File: config.mk
export PLATFORM = sky130hd
export DESIGN_NAME = m_axi4_fsb_reader
export DESIGN_NICKNAME = d
export VERILOG_FILES = /design/src/rtl/m_axi4_fsb_reader.sv
export SDC_FILE = /design/constraint.sdc
export NUM_CORES = 2
export LEC_CHECK = 0
export ABC_AREA = 1
export BUFFER_PORTS_ARGS = -buffer_cell sky130_fd_sc_hd__buf_4
export CAP_MARGIN = 10
export CORE_UTILIZATION = 35
export CTS_CLUSTER_SIZE = 25
export DETAILED_ROUTE_END_ITERATION = 10
export GPL_TIMING_DRIVEN = 0
export SYNTH_ARGS = -nofsm -noshare
export SYNTH_HDL_FRONTEND = slang
export SYNTH_SLANG_ARGS = --single-unit
File: constraint.sdc
create_clock -name clk_i -period 15 [get_ports clk_i]
set_input_delay 3 -clock clk_i [delete_from_list [all_inputs] [get_ports clk_i]]
set_output_delay 3 -clock clk_i [all_outputs]
set_load 0.02 [all_outputs]
File: src/rtl/m_axi4_fsb_reader.sv
// Reads a host-memory ring of 64-byte lines over an AXI4 read channel and unpacks
// each line into up to four FSB packets on a valid/yumi output.
module m_axi4_fsb_reader #(
    parameter int unsigned fsb_width_p     = 80,
    parameter int unsigned axi4_width_p    = 512,
    parameter int unsigned addr_width_p    = 64,
    parameter int unsigned id_width_p      = 6,
    parameter int unsigned ring_lg_lines_p = 10,
    parameter int unsigned burst_len_p     = 4,
    parameter int unsigned fifo_els_p      = 8
) (
    input  logic                        clk_i,
    input  logic                        reset_n_i,

    input  logic                        cfg_en_i,
    input  logic [addr_width_p-1:0]     cfg_base_addr_i,
    input  logic [ring_lg_lines_p:0]    cfg_wr_ptr_i,
    output logic [ring_lg_lines_p:0]    rd_ptr_o,
    output logic                        err_o,

    // AXI4 master: read address channel
    output logic [id_width_p-1:0]       m_axi_arid_o,
    output logic [addr_width_p-1:0]     m_axi_araddr_o,
    output logic [7:0]                  m_axi_arlen_o,
    output logic [2:0]                  m_axi_arsize_o,
    output logic [1:0]                  m_axi_arburst_o,
    output logic                        m_axi_arvalid_o,
    input  logic                        m_axi_arready_i,
    // AXI4 master: read data channel
    input  logic [id_width_p-1:0]       m_axi_rid_i,
    input  logic [axi4_width_p-1:0]     m_axi_rdata_i,
    input  logic [1:0]                  m_axi_rresp_i,
    input  logic                        m_axi_rlast_i,
    input  logic                        m_axi_rvalid_i,
    output logic                        m_axi_rready_o,
    // AXI4 master: write channels, unused by this reader
    output logic [id_width_p-1:0]       m_axi_awid_o,
    output logic [addr_width_p-1:0]     m_axi_awaddr_o,
    output logic [7:0]                  m_axi_awlen_o,
    output logic [2:0]                  m_axi_awsize_o,
    output logic [1:0]                  m_axi_awburst_o,
    output logic                        m_axi_awvalid_o,
    input  logic                        m_axi_awready_i,
    output logic [axi4_width_p-1:0]     m_axi_wdata_o,
    output logic [axi4_width_p/8-1:0]   m_axi_wstrb_o,
    output logic                        m_axi_wlast_o,
    output logic                        m_axi_wvalid_o,
    input  logic                        m_axi_wready_i,
    input  logic [id_width_p-1:0]       m_axi_bid_i,
    input  logic [1:0]                  m_axi_bresp_i,
    input  logic                        m_axi_bvalid_i,
    output logic                        m_axi_bready_o,

    output logic                        fsb_v_o,
    output logic [fsb_width_p-1:0]      fsb_data_o,
    input  logic                        fsb_yumi_i
);

    localparam int unsigned PtrW  = ring_lg_lines_p + 1;
    localparam int unsigned IdxW  = (fifo_els_p > 1) ? $clog2(fifo_els_p) : 1;
    localparam int unsigned CntW  = $clog2(fifo_els_p + 1);
    localparam int unsigned Slots = axi4_width_p / 128;
    localparam int unsigned SelW  = $clog2(Slots);

    typedef enum logic [1:0] {StIdle, StAddr, StData, StErr} state_e;

    state_e                     r_state;
    logic                       r_arvalid;
    logic                       r_rready;
    logic [addr_width_p-1:0]    r_araddr;
    logic [7:0]                 r_arlen;
    logic [PtrW-1:0]            r_len;
    logic [PtrW-1:0]            r_rd_ptr;
    logic                       r_err;

    logic [axi4_width_p-1:0]    r_mem [fifo_els_p];
    logic [IdxW-1:0]            r_wr_idx;
    logic [IdxW-1:0]            r_rd_idx;
    logic [CntW-1:0]            r_count;

    // r_loaded: r_mask holds the remaining valid slots of the FIFO head line
    logic                       r_loaded;
    logic [Slots-1:0]           r_mask;

    logic [PtrW-1:0]            w_avail;
    logic [ring_lg_lines_p-1:0] w_ring_idx;
    logic [PtrW-1:0]            w_ring_room;
    logic [PtrW-1:0]            w_page_room;
    logic [PtrW-1:0]            w_len;
    logic [CntW-1:0]            w_free;
    logic                       w_issue;
    logic                       w_beat;
    logic                       w_bad;
    logic                       w_push;
    logic                       w_pop;
    logic                       w_done;
    logic [IdxW-1:0]            w_wr_idx_inc;
    logic [IdxW-1:0]            w_rd_idx_inc;
    logic [axi4_width_p-1:0]    w_head;
    logic [axi4_width_p-1:0]    w_next;
    logic [Slots-1:0]           w_head_vld;
    logic [Slots-1:0]           w_next_vld;
    logic [SelW-1:0]            w_sel;
    logic [Slots-1:0]           w_rem;
    logic                       w_unused;

    assign w_avail     = cfg_wr_ptr_i - r_rd_ptr;
    assign w_ring_idx  = r_rd_ptr[ring_lg_lines_p-1:0];
    assign w_ring_room = PtrW'(2 ** ring_lg_lines_p) - PtrW'(w_ring_idx);
    // Lines left before the next 4 KB page boundary
    assign w_page_room = PtrW'(64) - PtrW'(w_ring_idx[5:0]);
    assign w_free      = CntW'(fifo_els_p) - r_count;

    // Burst length: smallest of cap, available lines, ring end and page end
    always_comb begin
        w_len = PtrW'(burst_len_p);
        if (w_avail < w_len)     w_len = w_avail;
        if (w_ring_room < w_len) w_len = w_ring_room;
        if (w_page_room < w_len) w_len = w_page_room;
    end

    assign w_issue = cfg_en_i && (w_avail != '0) && (32'(w_len) <= 32'(w_free)) && !r_err;
    assign w_beat  = m_axi_rvalid_i && r_rready;
    assign w_bad   = (m_axi_rresp_i != 2'b00);
    assign w_push  = w_beat;

    // Fetch FSM: one burst in flight, FIFO space reserved at issue
    always_ff @(posedge clk_i or negedge reset_n_i) begin
        if (!reset_n_i) begin
            r_state   <= StIdle;
            r_arvalid <= 1'b0;
            r_rready  <= 1'b0;
            r_araddr  <= '0;
            r_arlen   <= '0;
            r_len     <= '0;
            r_rd_ptr  <= '0;
            r_err     <= 1'b0;
        end else begin
            unique case (r_state)
                StIdle: begin
                    if (w_issue) begin
                        r_state   <= StAddr;
                        r_arvalid <= 1'b1;
                        r_araddr  <= cfg_base_addr_i + (addr_width_p'(w_ring_idx) << 6);
                        r_arlen   <= 8'(w_len - PtrW'(1));
                        r_len     <= w_len;
                    end
                end
                StAddr: begin
                    if (m_axi_arready_i) begin
                        r_arvalid <= 1'b0;
                        r_rready  <= 1'b1;
                        r_state   <= StData;
                    end
                end
                StData: begin
                    if (w_beat) begin
                        if (w_bad) r_err <= 1'b1;
                        if (m_axi_rlast_i) begin
                            r_rready <= 1'b0;
                            if (r_err || w_bad) begin
                                r_state <= StErr;
                            end else begin
                                r_rd_ptr <= r_rd_ptr + r_len;
                                r_state  <= StIdle;
                            end
                        end
                    end
                end
                StErr: begin
                    if (!cfg_en_i) begin
                        r_err   <= 1'b0;
                        r_state <= StIdle;
                    end
                end
                default: r_state <= StIdle;
            endcase
        end
    end

    assign w_wr_idx_inc = (r_wr_idx == IdxW'(fifo_els_p - 1)) ? '0 : r_wr_idx + 1'b1;
    assign w_rd_idx_inc = (r_rd_idx == IdxW'(fifo_els_p - 1)) ? '0 : r_rd_idx + 1'b1;

    // Line storage; no reset needed, occupancy is tracked by r_count
    always_ff @(posedge clk_i) begin
        if (w_push) r_mem[r_wr_idx] <= m_axi_rdata_i;
    end

    // FIFO pointers and occupancy
    always_ff @(posedge clk_i or negedge reset_n_i) begin
        if (!reset_n_i) begin
            r_wr_idx <= '0;
            r_rd_idx <= '0;
            r_count  <= '0;
        end else begin
            if (w_push) r_wr_idx <= w_wr_idx_inc;
            if (w_pop)  r_rd_idx <= w_rd_idx_inc;
            if (w_push && !w_pop)      r_count <= r_count + CntW'(1);
            else if (!w_push && w_pop) r_count <= r_count - CntW'(1);
        end
    end

    assign w_head = r_mem[r_rd_idx];
    assign w_next = r_mem[w_rd_idx_inc];

    // Slot valid flags of the head line and the one behind it
    always_comb begin
        for (int i = 0; i < Slots; i++) begin
            w_head_vld[i] = w_head[128*i + 127];
            w_next_vld[i] = w_next[128*i + 127];
        end
    end

    // Find-next-valid: lowest pending slot
    always_comb begin
        w_sel = '0;
        for (int i = Slots - 1; i >= 0; i--) begin
            if (r_mask[i]) w_sel = SelW'(i);
        end
        w_rem        = r_mask;
        w_rem[w_sel] = 1'b0;
    end

    // Head line finished: either loaded with nothing pending, or last slot taken
    assign w_done = r_loaded && ((r_mask == '0) || (fsb_yumi_i && (w_rem == '0)));
    // Unloaded empty head lines are dropped without ever being loaded
    assign w_pop  = w_done || (!r_loaded && (r_count != '0) && (w_head_vld == '0));

    // Unpacker: loads the head mask, retires slots on yumi, looks ahead on line change
    always_ff @(posedge clk_i or negedge reset_n_i) begin
        if (!reset_n_i) begin
            r_loaded <= 1'b0;
            r_mask   <= '0;
        end else if (w_done) begin
            if (r_count >= CntW'(2)) begin
                r_loaded <= 1'b1;
                r_mask   <= w_next_vld;
            end else begin
                r_loaded <= 1'b0;
                r_mask   <= '0;
            end
        end else if (r_loaded) begin
            if (fsb_yumi_i && fsb_v_o) r_mask <= w_rem;
        end else if ((r_count != '0) && (w_head_vld != '0)) begin
            r_loaded <= 1'b1;
            r_mask   <= w_head_vld;
        end
    end

    assign fsb_v_o    = |r_mask;
    assign fsb_data_o = fsb_v_o ? w_head[{w_sel, 7'd0} +: fsb_width_p] : '0;

    assign rd_ptr_o        = r_rd_ptr;
    assign err_o           = r_err;
    assign m_axi_arid_o    = '0;
    assign m_axi_araddr_o  = r_araddr;
    assign m_axi_arlen_o   = r_arlen;
    assign m_axi_arsize_o  = 3'd6;
    assign m_axi_arburst_o = 2'b01;
    assign m_axi_arvalid_o = r_arvalid;
    assign m_axi_rready_o  = r_rready;

    assign m_axi_awid_o    = '0;
    assign m_axi_awaddr_o  = '0;
    assign m_axi_awlen_o   = '0;
    assign m_axi_awsize_o  = '0;
    assign m_axi_awburst_o = '0;
    assign m_axi_awvalid_o = 1'b0;
    assign m_axi_wdata_o   = '0;
    assign m_axi_wstrb_o   = '0;
    assign m_axi_wlast_o   = 1'b0;
    assign m_axi_wvalid_o  = 1'b0;
    assign m_axi_bready_o  = 1'b1;

    assign w_unused = ^{m_axi_rid_i, m_axi_awready_i, m_axi_wready_i, m_axi_bid_i,
                        m_axi_bresp_i, m_axi_bvalid_i, w_head, w_next};

endmodule

* Word level (Yosys, flattened, before mapping)
Memories as Yosys holds them, arrays and structs flattened.
Cells that the tools add are included.
** Cells by class
- Mux-type cells :: 43
- Bitwise operators :: 3
- Shift-type cells :: 1
- $lt $le $gt $ge :: 7
- Multipliers :: 0
- Div/mod/pow operators :: 0
- $add $sub $neg :: 11
- Equal/unequal tests :: 12
- Reductions and logical operators :: 41
** Operators by type and width (count)
- variable part select 512 x 10 -> 80 bit :: 1
- 2-to-1 mux 80 bit :: 1
- adder 64 x 16 -> 64 bit :: 1
- 2-to-1 mux 11 bit :: 3
- 2-to-1 mux 4 bit :: 7
- less-than comparator 11 bit :: 2
- 2-to-1 mux 2 bit :: 10
- 2-to-1 mux 1 bit :: 15
- logical AND 1 bit :: 13
- zero test 4 bit :: 3
- inequality test 2 bit, second input constant :: 6
- AND reduction 4 bit :: 3
- adder 11 bit :: 1
- <= comparator 11 x 4 -> 1 bit :: 1
- less-than comparator 11 x 3 -> 1 bit, second input constant :: 1
- nonzero test 11 bit :: 1
- subtractor 11 x 10 -> 11 bit, first input constant :: 1
- subtractor 11 bit :: 1
- nonzero test 2 bit :: 5
- one-hot mux 2 bit (4 select lines) :: 1
- nonzero test 4 bit :: 2
- subtractor 7 x 6 -> 8 bit, first input constant :: 1
- subtractor 8 x 1 -> 8 bit, second input constant :: 1
- adder 3 x 1 -> 3 bit, second input constant :: 2
- other kinds (24) :: 35
** Storage, ports and cells
- Flip-flop bits (word level) :: 114
- Bits in latches :: 0
- Output and inout port bits :: 841
- Memories kept :: 1
- Word-level logic and storage cells :: 132
- ROM bits :: 0
- Bits in writable memories :: 4096
- Input bits :: 613
** Memories
- r_mem :: words 8, bits a word 512, rd ports 2, clocked after Yosys merged registers in 0, wr ports 1, RTL line 76 : logic [axi4_width_p-1:0] r_mem [fifo_els_p];

* Logic depth before layout (Yosys ltp)
- Depth in word-level cells :: 18
- Gate-level depth with buffers :: 49
- Mapped depth without buffers :: 47

* Least setup slack after synthesis
Ideal clock, no wire load.
- Path type :: input port to flip-flop
- Start point :: input m_axi_rvalid_i
- End point :: memory r_mem[0][0] (enable)
- Setup time :: 1.016 ns
- Stages on the path :: 4
- Path buffers :: 0
- Arrival :: 16.742 ns
- Required time :: 13.984 ns
- Path slack :: -2.758 ns
- Cells stage by stage :: nand2_1 > inv_1 > nand2_1 > nor2_1
** Between the ends
- Cells in the longest elaborated chain, start to end :: 3
** RTL lines
- start, declared :: RTL line 34 : input logic m_axi_rvalid_i,
- logical AND 1 bit :: RTL line 123 : assign w_beat = m_axi_rvalid_i && r_rready;
- named net w_beat :: RTL line 92 : logic w_beat;
- 2-to-1 mux 1 bit :: RTL line 186 : if (w_push) r_mem[r_wr_idx] <= m_axi_rdata_i;
- 2-to-1 mux 1 bit (implied by the code) :: RTL line 186
- end, declared :: RTL line 76
The timed path passes the listed nets, and every way through them passes these cells.

* Worst setup path after layout
- Start point :: register r_rd_idx[0]
- End point :: output fsb_data_o[56]
** Between the ends
- Cells in the longest elaborated chain, start to end :: 3
** RTL lines
- start, declared :: RTL line 78 : logic [IdxW-1:0] r_rd_idx;
- start signal, assigned :: RTL line 197 : if (w_pop) r_rd_idx <= w_rd_idx_inc;
- memory (8 x 512 bit)
- variable part select 512 x 10 -> 80 bit :: RTL line 251 : assign fsb_data_o = fsb_v_o ? w_head[{w_sel, 7'd0} +: fsb_width_p] : '0;
- 2-to-1 mux 80 bit :: RTL line 251
- end, declared :: RTL line 55 : output logic [fsb_width_p-1:0] fsb_data_o,
Every way passes these cells.

==> flow_metrics.tcl <==
set metrics [dict create \
    status "completed" \
    fillers 29317 \
    p_per_area_nw_per_um2 200 \
    core-area_sq_um 322000 \
    grt_max_degree 92 \
    setup_viol 0 \
    syn_area_sq_um 114000 \
    fmax_ghz 0.0851 \
    worstSetupStartpointType "flop" \
    place_area_sq_um 129000 \
    cts_buffers 289 \
    post-route-util_pct 42.9 \
    synth_top_cell_by_area "edfxtp_1" \
    io_pins 1454 \
    vias 84181 \
    area.growth.synth_to_final_pct 21.6 \
    avgSynthCellArea_sq_um 12.5 \
    clockBufferDepth 4 \
    worstSetupEndpointType "output port" \
    synth.distinct_cells 56 \
    dr.first_iter.drc_count 12915 \
    routedWlPerCell_microns 29.2 \
    slew_headroom_pct 1.35 \
    routed_wl_microns 449000 \
    layout.area.seq_sq_um 80700 \
    row_count 208 \
    async_reset_ff_share_pct 4.21 \
    worstPathMaxFanout 10 \
    die_y_microns 572 \
    fp.dieW_microns 572 \
    yosys_warnings 0 \
    grt_antenna_before_repair 204 \
    remaining_drc_errors 0 \
    layout_commonest_cell "edfxtp_1" \
    dp_cells 14772 \
    drv_cap 0 \
    arrival_ps 8760 \
    clock_sinks 2706 \
    synth_area_leaders "edfxtp_1, o21ai_0, nor2_1" \
    cts.repair.resized 0 \
    finClkSkew_ps 96.8 \
    tritoncts "done" \
    first_pass_iters 7 \
    yosys_most_used_dff "edfxtp_1" \
    synth_top_area_share_pct 68.5 \
    layout-drive-gt1-share_pct 17.1 \
    post-dp-hpwl_microns 330000 \
    tightest_slew_ps 1480 \
    grt_first_pass_wirelength_microns 602000 \
    instances_no_fill 15369 \
    drt.antenna.violating_nets 0 \
    seq_area_frac_synth_pct 71.1 \
    start_util_pct 35.3 \
    holdPathStages 2 \
    post_cts.repair.setup_buffers 0 \
    syn-instance-count 9072 \
    overflow 0 \
    cts-root-buf "clkbuf_16" \
    multiInputGateArea_sq_um 27600 \
    grt_pass1_vias 77775 \
    port_buffers 574 \
    min_period_ps 11760 \
    ys_ff_latch 2706 \
    drv_slew 0 \
    peakVddDrop_uv 286 \
    place.gp.congestion 0.916 \
    critical_path_class "flop to output port" \
    fin_area_sq_um 138000 \
    dieArea_sq_um 327000 \
    required_ps 12000 \
    viasPerCell 5.48 \
    hold_viol_final 0 \
    p_leak_nw 49.1 \
    final_cell_mix "edfxtp_1, nor2_1, o21ai_0" \
    htreeDepth 5 \
    clkTransAtPathRegs_ps 60 \
    clock_latency_ps 940 \
    grtUsageTotal_pct 26.2 \
    cts.hold.buffers_added 0 \
    hold_class "flop to flop" \
    synth_edf_count 2592 \
    worstRegToRegCells 39 \
    finalCritPeriodShare_pct 78.4 \
    rsz0062_at_grt "no" \
    nNetsFinal 11437 \
]
==> state kept, by name, summed over array words and instances, names as in the netlist <==
name / flops
r_mem: 2592
m_axi_araddr_o: 64
r_len: 11
rd_ptr_o: 11
m_axi_arlen_o: 8
r_count: 4
r_mask: 4
r_rd_idx: 3
r_wr_idx: 3
r_state: 2
err_o: 1
m_axi_arvalid_o: 1
m_axi_rready_o: 1
r_loaded: 1
==> critical path, cell delays in order, from the launching register on <==
cell and delay, ps:
dfrtp_1 420, clkbuf_1 660, clkbuf_1 1020, clkbuf_1 610, clkbuf_1 500, clkbuf_1 740
clkbuf_1 1120, nor2_1 130, o22ai_1 230, nor2_1 60, o22ai_1 830, o21ai_0 600
nor2_1 650, buf_4 260
==> final timing paths <==
kind	start	end	slack (ps)
max	r_rd_idx[0]	fsb_data_o[56]	3240
min	m_axi_araddr_o[62]	m_axi_araddr_o[62]	480
max reg2reg	rd_ptr_o[1]	m_axi_araddr_o[60]	7210
min reg2reg	m_axi_araddr_o[62]	m_axi_araddr_o[62]	480
max in group asynchronous	reset_n_i	m_axi_araddr_o[53]	12110
min in group asynchronous	reset_n_i	r_wr_idx[0]	2020
==> per-layer routing <==
layer  wire length, microns  share of wire (%)  GRT usage (%)  vias up
met2                 204000                 45           40.5     6099
met5                    813               0.18              0        -
met1                 158000                 35           31.9    41247
li1                       -                  -              -    35577
met4                  28500                6.3           16.3      128
met3                  57700                 13           8.39     1130
==> through the flow <==
stage	TNS, ps	power (mW)	worst slack, ps	hold WS (ps)
after floorplan	-7119070	14.8	-2760	455
after global placement	-	20.7	-17670	464
after detailed placement	0	20.4	4630	468
after CTS	0	27.3	3710	484
after global routing	0	28.3	3680	500
final	0	27.6	3240	477
==> cell usage after synthesis (all sizes together) (16+ instances only) <==
master	count
o221ai	229
nand2	405
dfrtp	114
o32ai	36
a21oi	120
xor2	54
edfxtp	2592
nand3	125
buf	723
inv	165
o21ai	1568
o22ai	466
o211ai	66
clkbuf	533
a31oi	19
nor2	1645
nor4	16
nor3	30
or2	29
ha	56
nand4	20
xnor2	22
==> layout make-up <==
cell class                 count  share of cell area (%)
antenna                       83                   0.150
buffer                      1256                    5.30
clock buffer                 354                    5.50
clock inverter               154                   0.993
inverter                     167                   0.454
multi-input combinational   5623                    20.0
sequential                  2706                    58.4
tap                         4305                    3.90
timing repair buffer         721                    5.31
==> report_power, final <==
group          switching [mW]  total [mW]  internal [mW]
Combinational            8.77        11.6           2.83
Clock                    3.04        6.95           3.91
Sequential              0.161        9.09           8.93
Total                    12.0        27.6           15.7
==> logic make-up after synthesis <==
group                    Yosys count  synth area share, %
XOR/XNOR                          76                0.586
adder cells (fa/ha/maj)           60                0.688
flip-flops                      2706                 71.1
other                              2              0.00661
AND/OR/NAND/NOR                 2277                 7.91
AO/OA/AOI/OAI                   2528                 12.8
buffers and inverters           1423                 6.99
No activity file was read; power rests on OpenSTA's default activity.
